`src/rtl/wb_stage.sv`:
```
// Write-back stage: picks the write-back source, formats load data and
// waits (bounded) for a late data-memory response before writing the
// register file. Single outstanding load; the upstream stalls while one
// is pending.
//
//   state    | meaning
//   ---------+----------------------------------------------------------
//   IDLE     | ready for an instruction; non-loads and loads whose data
//            | is already present complete in one cycle
//   WAIT_RSP | load accepted without data; waiting for dmem_rsp_valid,
//            | abandoned after LOAD_TIMEOUT cycles
module wb_stage #(
  parameter int XLEN         = 32,
  parameter int REG_ADDR_W   = 5,
  parameter int LOAD_TIMEOUT = 16,
  localparam int OFS_W       = $clog2(XLEN / 8)
) (
  input  logic                  clk,
  input  logic                  rst,
  input  logic                  in_valid,
  output logic                  in_ready,
  input  logic [1:0]            in_wbsel,
  input  logic [XLEN-1:0]       in_alu,
  input  logic [XLEN-1:0]       in_pc_plus_4,
  input  logic [XLEN-1:0]       in_csr,
  input  logic [REG_ADDR_W-1:0] in_rd,
  input  logic                  in_rf_we,
  input  logic [2:0]            in_funct3,
  input  logic [OFS_W-1:0]      in_addr_lo,
  input  logic                  dmem_rsp_valid,
  input  logic [XLEN-1:0]       dmem_rsp_data,
  output logic                  rf_we,
  output logic [REG_ADDR_W-1:0] rf_waddr,
  output logic [XLEN-1:0]       rf_wdata,
  output logic                  err_load,
  output logic                  err_timeout
);

  localparam logic [0:0] IDLE     = 1'b0;
  localparam logic [0:0] WAIT_RSP = 1'b1;

  localparam int CNT_W = (LOAD_TIMEOUT > 2) ? $clog2(LOAD_TIMEOUT) : 1;
  localparam logic [CNT_W-1:0] CNT_LAST = CNT_W'(LOAD_TIMEOUT - 1);

  localparam logic [1:0] SEL_DMEM = 2'b00;
  localparam logic [1:0] SEL_ALU  = 2'b01;
  localparam logic [1:0] SEL_PC4  = 2'b10;
  localparam logic [1:0] SEL_CSR  = 2'b11;

  logic [0:0]            state_q, state_d;
  logic [CNT_W-1:0]      cnt_q, cnt_d;

  // context of a load that is waiting for its response
  logic [REG_ADDR_W-1:0] pend_rd_q;
  logic                  pend_we_q;
  logic [2:0]            pend_funct3_q;
  logic [OFS_W-1:0]      pend_addr_q;
  logic                  latch_pend;

  // load context feeding the formatter: live inputs in IDLE, latched in WAIT_RSP
  logic [REG_ADDR_W-1:0] ld_rd;
  logic                  ld_we;
  logic [2:0]            ld_funct3;
  logic [OFS_W-1:0]      ld_addr;

  logic [XLEN-1:0]       sh_b, sh_h, sh_w;
  logic [7:0]            byte_v;
  logic [15:0]           half_v;
  logic [31:0]           word_v;
  logic [XLEN-1:0]       fmt_data;
  logic                  fmt_illegal;

  logic [XLEN-1:0]       src_data;
  logic                  accept;

  logic                  done;
  logic                  done_we;
  logic [REG_ADDR_W-1:0] done_waddr;
  logic [XLEN-1:0]       done_wdata;
  logic                  set_err_load;
  logic                  set_err_to;

  assign in_ready = (state_q == IDLE);
  assign accept   = in_valid & in_ready;

  // choose between live instruction fields and the pending load context
  always_comb begin
    if (state_q == WAIT_RSP) begin
      ld_rd     = pend_rd_q;
      ld_we     = pend_we_q;
      ld_funct3 = pend_funct3_q;
      ld_addr   = pend_addr_q;
    end else begin
      ld_rd     = in_rd;
      ld_we     = in_rf_we;
      ld_funct3 = in_funct3;
      ld_addr   = in_addr_lo;
    end
  end

  // the 32-bit lane only exists as a choice when the bus is 64 bits wide
  if (XLEN == 64) begin : g_word64
    assign sh_w = dmem_rsp_data >> {ld_addr[OFS_W-1], 5'b00000};
  end else begin : g_word32
    assign sh_w = dmem_rsp_data;
  end

  // extract byte/half/word lanes and extend according to the load type
  always_comb begin
    sh_b     = dmem_rsp_data >> {ld_addr, 3'b000};
    sh_h     = dmem_rsp_data >> {ld_addr[OFS_W-1:1], 4'b0000};
    byte_v   = sh_b[7:0];
    half_v   = sh_h[15:0];
    word_v   = sh_w[31:0];
    fmt_data = dmem_rsp_data;
    case (ld_funct3)
      3'b000:  fmt_data = XLEN'($signed(byte_v));
      3'b100:  fmt_data = XLEN'(byte_v);
      3'b001:  fmt_data = XLEN'($signed(half_v));
      3'b101:  fmt_data = XLEN'(half_v);
      3'b010:  fmt_data = XLEN'($signed(word_v));
      3'b110:  fmt_data = XLEN'(word_v);
      default: fmt_data = dmem_rsp_data;
    endcase
  end

  // unsupported widths for this XLEN and misaligned accesses are illegal
  always_comb begin
    fmt_illegal = 1'b0;
    case (ld_funct3)
      3'b111:        fmt_illegal = 1'b1;
      3'b110:        fmt_illegal = (XLEN == 32) || (ld_addr[1:0] != 2'b00);
      3'b011:        fmt_illegal = (XLEN == 32) || (ld_addr != '0);
      3'b001, 3'b101: fmt_illegal = ld_addr[0];
      3'b010:        fmt_illegal = (ld_addr[1:0] != 2'b00);
      default:       fmt_illegal = 1'b0;
    endcase
  end

  // non-load write-back source
  always_comb begin
    case (in_wbsel)
      SEL_ALU: src_data = in_alu;
      SEL_PC4: src_data = in_pc_plus_4;
      SEL_CSR: src_data = in_csr;
      default: src_data = in_alu;
    endcase
  end

  // next state, completion and error decisions
  always_comb begin
    state_d      = state_q;
    cnt_d        = cnt_q;
    latch_pend   = 1'b0;
    done         = 1'b0;
    done_we      = 1'b0;
    done_waddr   = ld_rd;
    done_wdata   = fmt_data;
    set_err_load = 1'b0;
    set_err_to   = 1'b0;
    case (state_q)
      IDLE: begin
        if (accept) begin
          if (in_wbsel != SEL_DMEM) begin
            done       = 1'b1;
            done_we    = in_rf_we & (in_rd != '0);
            done_waddr = in_rd;
            done_wdata = src_data;
          end else if (dmem_rsp_valid) begin
            done         = 1'b1;
            done_we      = ld_we & (ld_rd != '0) & ~fmt_illegal;
            set_err_load = fmt_illegal;
          end else begin
            latch_pend = 1'b1;
            cnt_d      = '0;
            state_d    = WAIT_RSP;
          end
        end
      end
      WAIT_RSP: begin
        // a response on the final counted cycle still completes the load
        if (dmem_rsp_valid) begin
          done         = 1'b1;
          done_we      = ld_we & (ld_rd != '0) & ~fmt_illegal;
          set_err_load = fmt_illegal;
          state_d      = IDLE;
        end else if (cnt_q == CNT_LAST) begin
          set_err_to = 1'b1;
          state_d    = IDLE;
        end else begin
          cnt_d = cnt_q + 1'b1;
        end
      end
      default: state_d = IDLE;
    endcase
  end

  // FSM state, timeout counter and pending-load context
  always_ff @(posedge clk) begin
    if (rst) begin
      state_q       <= IDLE;
      cnt_q         <= '0;
      pend_rd_q     <= '0;
      pend_we_q     <= 1'b0;
      pend_funct3_q <= '0;
      pend_addr_q   <= '0;
    end else begin
      state_q <= state_d;
      cnt_q   <= cnt_d;
      if (latch_pend) begin
        pend_rd_q     <= in_rd;
        pend_we_q     <= in_rf_we;
        pend_funct3_q <= in_funct3;
        pend_addr_q   <= in_addr_lo;
      end
    end
  end

  // register-file write port: one-cycle strobe, address/data held between writes
  always_ff @(posedge clk) begin
    if (rst) begin
      rf_we    <= 1'b0;
      rf_waddr <= '0;
      rf_wdata <= '0;
    end else begin
      rf_we <= done & done_we;
      if (done) begin
        rf_waddr <= done_waddr;
        rf_wdata <= done_wdata;
      end
    end
  end

  // sticky error flags, cleared only by reset
  always_ff @(posedge clk) begin
    if (rst) begin
      err_load    <= 1'b0;
      err_timeout <= 1'b0;
    end else begin
      if (set_err_load) err_load <= 1'b1;
      if (set_err_to)   err_timeout <= 1'b1;
    end
  end

endmodule

```
`config.mk`:
```
export PLATFORM = sky130hd
export DESIGN_NAME = wb_stage
export DESIGN_NICKNAME = d
export VERILOG_FILES = /design/src/rtl/wb_stage.sv
export SDC_FILE = /design/constraint.sdc
export NUM_CORES = 1
export LEC_CHECK = 0
export BUFFER_PORTS_ARGS = -buffer_cell sky130_fd_sc_hd__buf_2
export CORE_MARGIN = 1
export CORE_UTILIZATION = 43
export CTS_BUF_LIST = sky130_fd_sc_hd__clkbuf_4 sky130_fd_sc_hd__clkbuf_8
export DETAILED_ROUTE_END_ITERATION = 8
export GPL_TIMING_DRIVEN = 0
export PLACE_DENSITY = 0.8
export SYNTH_ARGS = -nofsm -noshare
export SYNTH_HDL_FRONTEND = slang
export SYNTH_SLANG_ARGS = --single-unit
```
`constraint.sdc`:
```
create_clock -name clk -period 1.8 [get_ports clk]
set_input_delay 0.27 -clock clk [delete_from_list [all_inputs] [get_ports clk]]
set_output_delay 0.27 -clock clk [all_outputs]
set_load 0.02 [all_outputs]
```
Word level (Yosys, flattened, before mapping)
Index checks and enable logic that the tools add are counted.
Widths: inputs -> output; s select.
{ "classes": {"add_sub_neg": 1, "n_eq_ne": 15, "n_shift": 2, "mux": 41, "bitwise_logic": 7, "n_reduce_logical": 8} }
{ "ops": {"columns": ["operator", "n"], "rows": [
  ["$pmux 32 s4", 1],
  ["$mux 32", 3],
  ["$pmux 32 s2", 1],
  ["$shr 32x5->16", 1],
  ["$shr 32x5->8", 1],
  ["$mux 4", 5],
  ["$mux 5", 4],
  ["$mux 1", 19],
  ["$eq 3x3->1 const B", 4],
  ["$reduce_bool 5->1", 2],
  ["$ne 2x2->1 const B", 4],
  ["$pmux 1 s2", 4],
  ["$pmux 4 s2", 1],
  ["$eq 3x2->1 const B", 2],
  ["$and 1x1->1", 5],
  ["$reduce_and 5->1", 1],
  ["$add 4x1->4 const B", 1],
  ["$eq 2x2->1 const B", 2],
  ["$eq 4x4->1 const B", 1],
  ["$reduce_bool 2->1", 2],
  ["$eq 3x1->1 const B", 1],
  ["$logic_not 3->1", 1],
  ["$mux 3", 1],
  ["$pmux 1 s3", 1],
  ["5 further kinds", 6]
]} }
{ "word_totals": {"ff_bits": 56, "input_bits": 145, "output_inout_bits": 41} }

Depth between registers and ports, before layout
{ "logic_depth": {"ltp_word": 11, "ltp_mapped": 8, "ltp_nobuf": 6} }

Worst setup path after synthesis
OpenSTA, ideal clock, no wires.
{ "synth_path": {"path_kind": "register to register", "startpoint": "register state_q", "endpoint": "register rf_wdata[15]", "setup_time_ns": 0.117, "arrival_time_ns": 1.828, "t_required_ns": 1.683, "path_slack_ns": -0.145, "stages_incl_launch_ff": 7, "n_path_buf": 1, "path_cell_list": "dfxtp_1 -> mux2_4 -> mux2_4 -> a221oi_4 -> buf_4 -> o311ai_1 -> a22o_1"} }
{ "synth_between": {"elab_chain_len": 6} }
{ "synth_lines": {"columns": ["element", "line", "rtl"], "rows": [
  ["start, declared", "50", "logic [0:0] state_q, state_d;"],
  ["start signal, assigned", "208", "state_q <= state_d;"],
  ["$mux 2 or $mux 3 (tied branches)", "88", "if (state_q == WAIT_RSP) begin"],
  ["$shr 32x5->16, or another cell as far along", "111", "sh_h = dmem_rsp_data >> {ld_addr[OFS_W-1:1], 4'b0000};"],
  ["$pmux 32 s4", "116", "case (ld_funct3)"],
  ["$mux 32", "164", "if (in_wbsel != SEL_DMEM) begin"],
  ["$mux 32", "163", "if (accept) begin"],
  ["$mux 32", "161", "case (state_q)"],
  ["end signal, assigned", "229", "rf_wdata <= done_wdata;"],
  ["end, declared", "34", "output logic [XLEN-1:0] rf_wdata,"]
]} }
Several ways; a longest one is shown, not always the timed one.
A chain may end at the register's enable or synchronous reset.

Worst setup path in the final report
{ "layout_path": {"startpoint": "register state_q", "endpoint": "register rf_wdata[31]"} }
Same word-level chain as after synthesis.

==> flow_summary.toml <==
[final_layout]
mostFrequentLayoutCells = "190 x buf_2, 56 x mux2i_1, 55 x dfxtp_1"
fin_nets = 781
antenna_cells = 0
final_area_sq_mm = 0.005219
nFillCells = 670
final_core_util = 0.6616
multiInputGateArea_sq_mm = 0.002592
layout_commonest_cell = "buf_2"
area_delta_synth_final_pct = 46.35
seqCellArea_sq_mm = 0.001125
drive_gt1_frac = 0.4481

[floorplan]
die_area_sq_mm = 0.008661
initial_core_util = 0.4521
io_pins = 186
die_w_microns = 93.07
num_rows = 32
core_sq_mm = 0.007888
dieHeight_microns = 93.07

[detailed_routing]
vias = 4402
first_pass_iters = 5
drtIter0Drc = 256
via_per_inst = 5.965
wl_microns = 13670
wl_per_cell_microns = 18.53
drc = 0
ant_nets = 0

[clock_tree]
clkSinkCount = 56
hold_buffers = 0
clk_latency_ps = 320
htree_levels = 2
clock_path_buffers = 2
clkTransAtPathRegs_ps = 110
cts_tree = "built"
cts_root_buf = "clkbuf_8"
cts_buffers = 5

[logic_synthesis]
netlist_area_sq_mm = 0.003566
yosys_warnings = 0
synth_top_area_share = 0.3144
synth_area_leaders = "dfxtp_1 31%, mux2i_1 17%, nand2_1 4.7%"
yosys.area.top_type = "dfxtp_1"
synth_enable_flop_cells = 0
syn_inst = 431
ys_seq_elements = 56
async_flop_share = 0
synth.avg_cell_area_sq_um = 8.274
ys_types = 50
ys.flop_type = "dfxtp_1"
synth_fp_nets = 577
yosysSeqAreaShare = 0.3144

[critical_path]
critical_path_class = "flop to flop"
critPathSlowestCell = "dfxtp_4"
critPathBufInv = 2
timing.critical_path.max_delay_family = "multiplexers"
cp_cell_sequence = "mux2_4 -> mux2_4 -> a221oi_4 -> buf_6 -> buf_6 -> nand3_1 -> a22o_1"
crit_path_max_fanout = 5
critPathLaunchType = "flop"
cp.required_ps = 2010
slowest_delay_ps = 410
cp.arrival_ps = 2270
crit_path_end_kind = "flop"

[sta]
max_slew_margin = 0.4790
rsz0062_at_grt = "yes"
fin_skew_ps = 12.07
hold-worst-slack_ps = 206.6
max_freq_mhz = 484.6
finalCriticalPeriod_ps = 2063
worstMarginPinSlew_ps = 781.4
worst_slack_ps = -263.5
setup_viol = 33
tns_ps = -5017
min_period_over_period = 1.146
slew_viol_final = 0
hold_viol = 0

[min_path]
hold_class = "input port to flop"

[global_routing]
first_global_vias = 4189
antenna_found_initial = 0
grt_pass1_wl_microns = 20050
grt_usage = 0.2948
overflow = 0
grt_max_degree = 19

[flow_run]
cap_viol_max_count = 0

[power_and_ir_drop]
p_leak_nw = 2.540
powerDensity_mw_per_mm2 = 638.1
vdd_drop_max_mv = 0.3194

[placed_design]
finalWeightedCongestion = 0.9105
io_buffers = 184
dpl.hpwl_microns = 9908
place_area_sq_mm = 0.004639

[outcome]
violations = "negative setup slack"
status = "complete, but fails checks"
[layer usage]
metal | vias to the layer above | wire length (microns) | track usage
met3 | 51 | 1049 | 0.05366
met2 | 227 | 6931 | 0.5362
met4 | 0 | 520 | 0.1205
met1 | 2091 | 5172 | 0.3373
met5 | - | 0 | 0
li1 | 2033 | - | -
[registers in the layout, summed over array words and instances, names as in the netlist, 2 cells and up]
signal,cells
pend_rd_q,5
pend_funct3_q,3
rf_wdata,32
cnt_q,4
pend_addr_q,2
rf_waddr,5
[stage by stage]
stage | std cells | setup slack [ps] | total power [mW]
floorplan | 431 | -59.36 | 1.943
global placement | 717 | -565.2 | 2.301
detailed placement | 717 | -585.3 | 2.323
CTS | 731 | -172.0 | 3.269
global route | 738 | -315.9 | 3.466
finish | 738 | -263.5 | 3.330
[final timing paths]
check | startpoint | to | slack, ps | cells after the start
worst min register to register | rf_wdata[10] | rf_wdata[10] | 460 | 1
worst max-delay path | state_q | rf_wdata[31] | -260 | 7
worst max register to register | state_q | rf_wdata[31] | -260 | 7
worst min-delay path | in_rf_we | pend_we_q | 210 | 3
[worst register-to-register path, stage by stage (launching register included)]
cell      delay, ps
dfxtp_4         410
mux2_4          330
mux2_4          340
a221oi_4        280
buf_6           150
buf_6           120
nand3_1         120
a22o_1          200
[timing repair]
action,in CTS,in global routing
gates resized for setup,58,23
endpoints found under the setup margin,48,41
pin swaps,23,17
setup buffers,9,6
cloned,2,1
[synthesized netlist by cell type, types with 2 or more instances]
master     number
clkbuf_1       22
nor3b_1         3
a31oi_1         3
a22oi_1         8
dfxtp_1        56
a22o_1         18
o22ai_1         7
and3_1          2
a21oi_1        25
o2bb2ai_1       7
nor2_1         37
nor3_1         12
a221oi_1       14
mux2_4          2
buf_1           3
o211ai_1        4
nand3_1        16
mux2i_1        60
xor2_1          2
nand2b_1        2
o21ai_1         2
buf_2           7
a211oi_1        6
or4_1           2
mux2_2          2
a21o_1          7
nand4_1         2
or3b_1          2
inv_1           3
buf_4           3
nand2_1        45
o21ai_0        29
[cell type report]
type,instances,share of cell area
Clock inverter,3,0.009111
Sequential cell,56,0.2155
Timing Repair Buffer,202,0.2062
Tap cell,102,0.02445
Buffer,30,0.03261
Clock buffer,5,0.01319
Multi-Input combinational cell,337,0.4968
Inverter,3,0.002158
[cell families (layout without fill, tap and decap cells)]
group | Yosys count | after routing | synth area share
buf+inv | 38 | 243 | 0.04561
xor+xnor | 2 | 2 | 0.004913
simple gates | 130 | 130 | 0.1670
fa+ha+maj | 1 | 1 | 0.003508
mux | 65 | 65 | 0.1895
compound gates | 139 | 139 | 0.2751
flops | 56 | 56 | 0.3144
[power breakdown]
group	internal (mW)	leakage, nW	switching (mW)
logic	0.475	2.02	0.619
registers	1.32	0.460	0.0491
clock network	0.420	0.0583	0.447
total	2.22	2.54	1.11
No activity file was read; power rests on OpenSTA's default activity.
